[config.mk]
export PLATFORM = sky130hd
export DESIGN_NAME = jet_feature_loader
export DESIGN_NICKNAME = d
export VERILOG_FILES = /design/src/rtl/jet_feature_loader.sv
export SDC_FILE = /design/constraint.sdc
export NUM_CORES = 1
export LEC_CHECK = 0
export CORE_MARGIN = 2
export CORE_UTILIZATION = 63
export DETAILED_ROUTE_END_ITERATION = 6
export DONT_BUFFER_PORTS = 1
export PLACE_DENSITY = 0.79
export SLEW_MARGIN = 10
export SYNTH_ARGS = -nofsm -noshare
export SYNTH_HDL_FRONTEND = slang
export SYNTH_SLANG_ARGS = --single-unit
[constraint.sdc]
create_clock -name clk -period 3.3 [get_ports clk]
set_input_delay 0.99 -clock clk [delete_from_list [all_inputs] [get_ports clk]]
set_output_delay 0.99 -clock clk [all_outputs]
set_load 0.01 [all_outputs]
[src/rtl/jet_feature_loader.sv]
// jet_feature_loader: collects a serial stream of jet features into a ping-pong
// buffer and hands each complete frame to the inference core with a start pulse.
module jet_feature_loader #(
  parameter int unsigned WIDTH      = 16,
  parameter int unsigned INPUT_SIZE = 16,
  parameter int unsigned CNT_W      = 16
) (
  input  logic                    clk,
  input  logic                    reset,
  input  logic                    s_valid,
  output logic                    s_ready,
  input  logic signed [WIDTH-1:0] s_data,
  input  logic                    s_last,
  output logic                    input_ready,
  output logic signed [WIDTH-1:0] input_data [INPUT_SIZE],
  input  logic                    core_done,
  output logic                    frame_err,
  output logic [CNT_W-1:0]        frame_count
);

  localparam int unsigned IDX_W = (INPUT_SIZE > 1) ? $clog2(INPUT_SIZE) : 1;
  localparam logic [IDX_W-1:0] LAST_IDX = IDX_W'(INPUT_SIZE - 1);

  typedef enum logic [1:0] {
    ST_IDLE,
    ST_START,
    ST_BUSY
  } state_e;

  state_e                  state_q, state_d;
  logic [1:0]              full_q, full_d;
  logic [IDX_W-1:0]        idx_q, idx_d;
  logic                    fill_bank_q, fill_bank_d;
  logic                    pres_bank_q, pres_bank_d;
  logic                    done_prev_q, done_prev_d;
  logic                    s_ready_q, s_ready_d;
  logic                    input_ready_q, input_ready_d;
  logic                    frame_err_q, frame_err_d;
  logic [CNT_W-1:0]        frame_count_q, frame_count_d;
  logic signed [WIDTH-1:0] data_q [INPUT_SIZE];
  logic signed [WIDTH-1:0] data_d [INPUT_SIZE];
  logic signed [WIDTH-1:0] bank_q [2][INPUT_SIZE];
  logic signed [WIDTH-1:0] bank_d [2][INPUT_SIZE];

  logic accept;
  logic done_rise;

  assign accept    = s_valid && s_ready_q;
  assign done_rise = core_done && !done_prev_q;

  // Next-state logic: fill side writes the open bank, presenter walks IDLE/START/BUSY.
  always_comb begin
    state_d       = state_q;
    full_d        = full_q;
    idx_d         = idx_q;
    fill_bank_d   = fill_bank_q;
    pres_bank_d   = pres_bank_q;
    done_prev_d   = core_done;
    input_ready_d = 1'b0;
    frame_err_d   = 1'b0;
    frame_count_d = frame_count_q;
    data_d        = data_q;
    bank_d        = bank_q;

    unique case (state_q)
      ST_IDLE: begin
        if (full_q[pres_bank_q]) begin
          state_d       = ST_START;
          input_ready_d = 1'b1;
          data_d        = bank_q[pres_bank_q];
        end
      end
      ST_START: begin
        state_d = ST_BUSY;
      end
      ST_BUSY: begin
        if (done_rise) begin
          full_d[pres_bank_q] = 1'b0;
          pres_bank_d         = ~pres_bank_q;
          frame_count_d       = frame_count_q + CNT_W'(1);
          state_d             = ST_IDLE;
        end
      end
      default: begin
        state_d = ST_IDLE;
      end
    endcase

    // A bad frame only ever touches a bank that is not full, so the presented copy is safe.
    if (accept) begin
      bank_d[fill_bank_q][idx_q] = s_data;
      if (idx_q == LAST_IDX) begin
        idx_d = '0;
        if (s_last) begin
          full_d[fill_bank_q] = 1'b1;
          fill_bank_d         = ~fill_bank_q;
        end else begin
          frame_err_d = 1'b1;
        end
      end else if (s_last) begin
        idx_d       = '0;
        frame_err_d = 1'b1;
      end else begin
        idx_d = idx_q + IDX_W'(1);
      end
    end

    s_ready_d = !full_d[fill_bank_d];
  end

  // Control and output registers, cleared asynchronously.
  always_ff @(posedge clk or negedge reset) begin
    if (!reset) begin
      state_q       <= ST_IDLE;
      full_q        <= '0;
      idx_q         <= '0;
      fill_bank_q   <= 1'b0;
      pres_bank_q   <= 1'b0;
      done_prev_q   <= 1'b0;
      s_ready_q     <= 1'b0;
      input_ready_q <= 1'b0;
      frame_err_q   <= 1'b0;
      frame_count_q <= '0;
      for (int i = 0; i < INPUT_SIZE; i++) data_q[i] <= '0;
    end else begin
      state_q       <= state_d;
      full_q        <= full_d;
      idx_q         <= idx_d;
      fill_bank_q   <= fill_bank_d;
      pres_bank_q   <= pres_bank_d;
      done_prev_q   <= done_prev_d;
      s_ready_q     <= s_ready_d;
      input_ready_q <= input_ready_d;
      frame_err_q   <= frame_err_d;
      frame_count_q <= frame_count_d;
      data_q        <= data_d;
    end
  end

  // Ping-pong storage; contents are only meaningful once the bank's full flag is set.
  always_ff @(posedge clk) begin
    bank_q <= bank_d;
  end

  assign s_ready     = s_ready_q;
  assign input_ready = input_ready_q;
  assign input_data  = data_q;
  assign frame_err   = frame_err_q;
  assign frame_count = frame_count_q;

endmodule
# --- Word-level counts from Yosys, hierarchy flattened ---
# Cells that the tools add are included.
op_classes:
  n_addsub: 2
  order_cmp: 10
  n_eq_ne: 5
  muxes: 35
  n_bitwise: 8
  reduce_logical: 12
op_table:
  columns: ["operator", "n"]
  rows:
  - ["256-bit 2-to-1 mux", 4]
  - ["512-bit bitwise mux", 1]
  - ["256-bit demux with 1-bit select", 1]
  - ["16-bit demux with 4-bit select", 1]
  - ["16-bit by 1-bit adder with 16-bit output (second input constant)", 1]
  - ["16-bit 2-to-1 mux", 1]
  - ["1-bit 2-to-1 mux", 15]
  - ["2-bit 2-to-1 mux", 7]
  - ["4-bit 2-to-1 mux", 2]
  - ["1-bit logical AND", 6]
  - ["1-bit by 2-bit less-than comparator with 1-bit output (second input constant)", 3]
  - ["2-bit one-hot mux with 3 select lines", 1]
  - ["2-bit AND reduction", 3]
  - ["5-bit >= comparator (second input constant)", 1]
  - ["5-bit by 1-bit less-than comparator with 1-bit output (second input constant)", 1]
  - ["4-bit inverter with 5-bit output", 1]
  - ["4-bit by 1-bit adder with 4-bit output (second input constant)", 1]
  - ["4-bit equality test (second input constant)", 1]
  - ["2-bit >= comparator (second input constant)", 2]
  - ["2-bit != test (second input constant)", 2]
  - ["1-bit inverter with 2-bit output", 2]
  - ["2-bit AND", 1]
  - ["1-bit demux with 1-bit select", 2]
  - ["2-bit by 1-bit equality test with 1-bit output (second input constant)", 1]
  - ["other kinds (8)", 11]
word_totals:
  register_bits: 798
  output_inout_bits: 275
  elab_cells: 130

# --- Depth between registers and ports, before layout ---
# Gate-level depths: netlist (run 1).
logic_depth:
  ltp_word: 15
  mapped_depth: 9
  ltp_nobuf: 5

# --- Least setup slack after synthesis (run 1) ---
# Ideal clock, no wire load.
synth_timing:
  path_type: "input -> register"
  start: "input port s_valid"
  end: "register bank_q[448] in the netlist's numbering (enable)"
  setup_time_ns: 0.430
  t_arrival_ns: 2.956
  required_time_ns: 2.870
  setup_slack_ns: -0.086
  cell_stages: 3
  n_path_buf: 1
  cell_sequence: "nand2_1 > clkbuf_1 > nor4_1"
synth_between:
  elab_chain_cells: 1
synth_lines:
  columns: ["item", "line_no", "text"]
  rows:
  - ["start, declared", "10", "input logic s_valid,"]
  - ["1-bit logical AND", "48", "assign accept = s_valid && s_ready_q;"]
  - ["end signal, assigned", "142", "bank_q <= bank_d;"]
  - ["end, declared", "42", "logic signed [WIDTH-1:0] bank_q [2][INPUT_SIZE];"]
# No other way between the ends.
# A chain may end at the register's enable or synchronous reset.

==> summary.txt, run 1 <==
fmax: 419 MHz
DR vias/cell: 5.89
GRT Util Overall: 25.9%
critical-path maximum fanout: 16
Nets: 1,849
Tightest Pin Transition: 1.01 ns
first-pass GRT wire length: 89,500 um
Die H: 217 um
Post-CTS Setup Bufs: 0
DP HPWL: 34,600 um
met1 Resource Use GR: 34.9%
layout cell share with drive strength beyond 1: 9.33%
CP Data Arrival Time: 2.61 ns
clock network fraction of total power: 44.1%
WS Path Type: flop to flop
Final Hold Fails: 0
Yosys top cell area share: 53.9%
Finished Cell Area: 0.0319 mm2
Logic pwr share: 0.9%
core outline area: 0.0445 mm2
clock skew after layout: 0.0189 ns
initial antenna violation count: 3
drt wl/cell: 24.1 um
Placed Area: 0.0294 mm2
post-CTS sizing: 0
H-tree Lvls: 3
iteration-0 DRC count of the detailed router: 1,386
area of the mapped netlist: 0.0285 mm2
# setup viols final: 0
NetSw: 3.77 mW
CTS Hold Buffers Added: 0
Root Driver: clkbuf_16
final cycle utilization of the critical path: 72.4%
endpoint class of the critical path: flop
gr busiest metal: met2
most frequent cells in the layout: edfxtp_1 (512), dfrtp_1 (285), nand2_1 (274), mux2i_1 (258), o21ai_1 (256)
Ys Warns: 0
storage element area: 0.0225 mm2
crit path time final: 2.39 ns
grt met3 use: 5.48%
Inserted Clock Buffers: 75
Max Cap Viol: 0
total number of vias: 14,600
Final Max Slew Viols: 0
synth top area cells: edfxtp_1 (54%), dfrtp_1 (25%), mux2i_1 (9.0%)
CTS max path bufs: 3
antenna cell count: 0
global route overflow: 0
Sw Ratio: 19.3%
CP startpoint kind: flop
Seq pwr share: 55.1%
synthesis-stage register bit count: 798
leakage: 11.4 nW
worst hold path type: input pin to async pin
largest net degree at the start of global routing: 287
Crit path required time: 3.53 ns
clk sinks: 798
clock transition at the registers of the reported paths: 0.06 ns
met2 usage: 42.8%
P per Cell Area: 614 mW/mm2
Yosys top cell by area: edfxtp_1
Die ar.: 0.0470 mm2
IO Count: 296
average size of a mapped cell: 15.9 um2
area of the multi-input gates: 0.00565 mm2
Clock Latency Late Sink: 0.61 ns
Final ANT Viol Nets: 0
vias in the first global route: 14,600
Initial Utilization: 64.1%
Total Power: 19.6 mW
Slew headroom: 32.7%
Fillers: 2,698
cell internal pwr: 15.8 mW
sequential share of the synthesized area: 78.9%
Area growth syn-to-layout: 11.6%
Synth Instances: 1,792
total wire length: 59,800 um
Yosys cell types: 33
RD Place Congestion: 0.784
commonest non-fill, non-tap cell in the layout: edfxtp_1
Pre-Repair DR Iteration Count: 5
# DRC: 0
syn nets: 1,818
TritonCTS clock tree: done
Die X: 217 um
I/O Buffers: 0
RSZ-0062 raised after global routing: no
Cell Rows: 77
maximum VDD drop: 0.000528 V
status: completed
[kinds of logic (layout without fill, tap and decap cells)]
family          Yosys count  count (layout)  synth area share, %
simple gates            345             345                 4.98
fa+ha+maj                 5               5                0.219
flops                   798             798                 78.9
xor+xnor                 18              18                0.552
mux                     259             259                 9.09
buf+inv                  99             193                 1.49
compound gates          268             268                 4.74
[routing by layer]
layer	routed length (um)	vias to the layer above
met4	1360	0
met2	30000	506
li1	-	6576
met1	24100	7437
met3	4380	84
met5	0	-
[area by class of cell]
type	instances	share of cell area (%)
Inverter	7	0.0825
Multi-Input combinational cell	895	17.7
Tap cell	592	2.33
Clock inverter	40	1.21
Timing Repair Buffer	46	1.28
Sequential cell	798	70.7
Clock buffer	100	6.63
[Yosys cell counts, drive strengths merged]
| cell type | n |
|---|---|
| dfrtp | 286 |
| a21o | 1 |
| inv | 7 |
| or3 | 1 |
| nand2 | 274 |
| clkbuf | 55 |
| o41ai | 1 |
| nand3b | 1 |
| xnor2 | 10 |
| o31ai | 2 |
| and3 | 2 |
| nor2 | 21 |
| mux2i | 258 |
| nor3 | 7 |
| mux2 | 1 |
| nand4 | 4 |
| buf | 37 |
| nor4bb | 1 |
| nand3 | 6 |
| xor2 | 8 |
| or4b | 1 |
| and4 | 1 |
| nor4 | 2 |
| o21ai | 263 |
| and2 | 17 |
| a21oi | 1 |
| nor4b | 2 |
| ha | 5 |
| nand2b | 5 |
| edfxtp | 512 |
[through the flow]
step	worst slack (ns)	hold WS [ns]	setup TNS [ns]	utilization, %	cells
global placement	0.616	0.495	0	66.0	2338
CTS	0.901	0.0443	0	71.6	2478
floorplan	-0.0530	0.462	-1.69	-	1792
global route	0.744	0.0621	0	71.6	2478
detailed placement	0.582	0.508	0	66.0	2338
finish	0.911	0.0896	0	71.6	2478
[power by group through the flow]
stage | Sequential (mW) | Clock, mW | Combinational [mW]
2_1_floorplan | 11.0 | 0 | 0.0978
3_3_place_gp | 11.0 | 0 | 0.170
3_5_place_dp | 11.0 | 0 | 0.173
4_1_cts | 10.8 | 8.74 | 0.175
5_1_grt | 10.8 | 9.11 | 0.187
6_report | 10.8 | 8.62 | 0.173
[worst max-delay path, stage by stage (launching register included)]
cell and delay, ns:
dfrtp_1 0.58, nand3_1 0.47, nor2_1 0.32, and2_1 0.62
[sequential cells by signal (all words and copies together) (netlist names)]
name and count:
state_q 2, idx_q 4, full_q 2, bank_q 512, pres_bank_q 1, frame_count 16, input_data 256, input_ready 1
frame_err 1, done_prev_q 1, s_ready 1, fill_bank_q 1
[final timing paths]
kind                                       start                           to  slack, ns  depth (start not counted)
min in group clk                       core_done        done_prev_q$_DFF_PN0_       0.42                          0
max                        fill_bank_q$_DFF_PN0_        bank_q[183]$_DFFE_PP_       0.91                          3
max reg2reg                fill_bank_q$_DFF_PN0_        bank_q[183]$_DFFE_PP_       0.91                          3
min reg2reg                bank_q[377]$_DFFE_PP_  input_data[121]$_DFFE_PN0P_       0.52                          2
max in group asynchronous                  reset   input_data[89]$_DFFE_PN0P_       2.80                          0
min                                        reset  input_data[166]$_DFFE_PN0P_       0.09                          0
Note: power is estimated with default switching activity, not from simulation.
==> inputs of run 2 (changes only) <==
- clock period: 3.3 -> 2.2 ns (I/O delays scaled with it)
==> run 2 against run 1 <==
- the run now ends with hold timing left
- register-to-register slack worse by 0.67 ns
- clock power is 47% higher
- via count is 0.47% lower
- final cell count is 0.36% higher
- total power is 49% higher
- sequential share of layout area is 0.40 points lower
- fmax is 22% higher
- wire length is 1.0% higher
- non-clock buffer count is 10 higher
- design area is 0.57% higher
- critical path type unchanged
- largest power group unchanged
==> summary.txt, run 2 (same netlist as run 1, synthesis figures left out) <==
status: complete, but fails checks
failing checks: hold timing
CP max-delay cell: buf_12
CP delay by family, top: buffers and inverters
post-CTS sizing: 0
final core occ: 72.0%
Final Max Slew Viols: 0
iteration-0 DRC count of the detailed router: 1,507
DR vias/cell: 5.84
Final ANT Viol Nets: 0
worst hold path type: input pin to async pin
maximum VDD drop: 0.000737 V
crit path cell chain: mux2i_1 > or3_4 > buf_12 > nand2_1 > o21ai_1
DP HPWL: 35,200 um
crit path time final: 1.96 ns
Tightest Pin Transition: 0.971 ns
largest net degree at the start of global routing: 287
Die ar.: 0.0470 mm2
critical path launch point: pres_bank_q$_DFFE_PN0P_
CP max stage delay: 0.58 ns
clk sinks: 798
# setup viols final: 0
CP startpoint kind: flop
Buf+Inv Stages, Crit Path: 1
fmax: 511 MHz
total wire length: 60,400 um
leakage: 11.5 nW
drt wl/cell: 24.3 um
CTS max path bufs: 3
CP Data Arrival Time: 2.45 ns
Finished Cell Area: 0.0320 mm2
critical-path maximum fanout: 242
RD Place Congestion: 0.827
endpoint class of the critical path: flop
Crit path required time: 2.70 ns
final cycle utilization of the critical path: 88.9%
H-tree Lvls: 3
I/O Buffers: 0
R2R setup slack: 0.24 ns
Post-CTS Setup Bufs: 0
# DRC: 0
global route overflow: 0
clock transition at the registers of the reported paths: 0.06 ns
IO Count: 296
Min Hold Slack: -0.223 ns
P per Cell Area: 910 mW/mm2
GRT Util Overall: 26.3%
Pre-Repair DR Iteration Count: 7
worst r2r path cells: 5
RR Endpoint: input_data[20]$_DFFE_PN0P_
Nets: 1,860
TritonCTS clock tree: done
vias in the first global route: 14,800
Slew headroom: 35.3%
Cell Rows: 77
RR Startpoint: pres_bank_q$_DFFE_PN0P_
Max Cap Viol: 0
Die H: 217 um
total number of vias: 14,500
first-pass GRT wire length: 90,800 um
Total Power: 29.2 mW
RSZ-0062 raised after global routing: no
Area growth syn-to-layout: 12.2%
Root Driver: clkbuf_16
max reg flops: 512
clock skew after layout: 0.0220 ns
Clock Latency Late Sink: 0.59 ns
Initial Utilization: 64.1%
commonest non-fill, non-tap cell in the layout: edfxtp_1
initial antenna violation count: 1
antenna cell count: 0
Die X: 217 um
most flop-heavy register: bank_q
Placed Area: 0.0296 mm2
WS Path Type: flop to flop
layout cell share with drive strength beyond 1: 9.55%
core outline area: 0.0445 mm2
Inserted Clock Buffers: 76
most frequent cells in the layout: edfxtp_1 (512), dfrtp_1 (285), nand2_1 (274), mux2i_1 (258), o21ai_1 (256)
Final Hold Fails: 286
[run 2: cell types whose count changed in the layout (fill, tap and decap cells not counted), sizes merged]
cell / before / now
buf: 46 / 56
clkinvlp: 2 / 3
bufinv: 6 / 2
clkbuf: 100 / 115
clkinv: 27 / 15
inv: 12 / 11
[run 2: metal layers]
layer	global-route usage (%)	vias to the layer above	part of all wire (%)
met3	6.60	112	9.1
met2	42.1	608	49
li1	-	6570	-
met1	35.7	7245	39
met5	0	-	0
met4	9.20	0	3.0
[run 2: final cells by class]
class                      count  area (um2)
sequential                   798       22500
fill                        2793       12500
multi-input combinational    895        5660
clock buffer                 115        2260
tap                          592         741
timing repair buffer          56         608
clock inverter                24         196
inverter                       7        26.3
[run 2: worst max-delay path by stage]
stage,endpoint,depth (start not counted)
after global placement,bank_q[244]$_DFFE_PP_,4
after global routing,input_data[20]$_DFFE_PN0P_,5
after detailed placement,bank_q[201]$_DFFE_PP_,4
after CTS,bank_q[148]$_DFFE_PP_,4
after floorplan,bank_q[448]$_DFFE_PP_,3
final,input_data[20]$_DFFE_PN0P_,5
[run 2: metrics by stage]
step	setup slack, ns	hold WS [ns]	std cells	TNS (ns)
floorplan	-0.239	0.364	1792	-5.68
global placement	0.241	0.376	2348	0
detailed placement	0.228	0.373	2348	0
CTS	0.256	-0.257	2487	0
global route	0.131	-0.247	2487	0
finish	0.244	-0.223	2487	0
[run 2: where the power goes]
part | switching (mW) | leakage [nW] | total (mW) | internal [mW]
registers | 0.0521 | 8.59 | 16.2 | 16.1
logic | 0.174 | 1.72 | 0.268 | 0.0942
clock network | 5.36 | 1.20 | 12.7 | 7.38
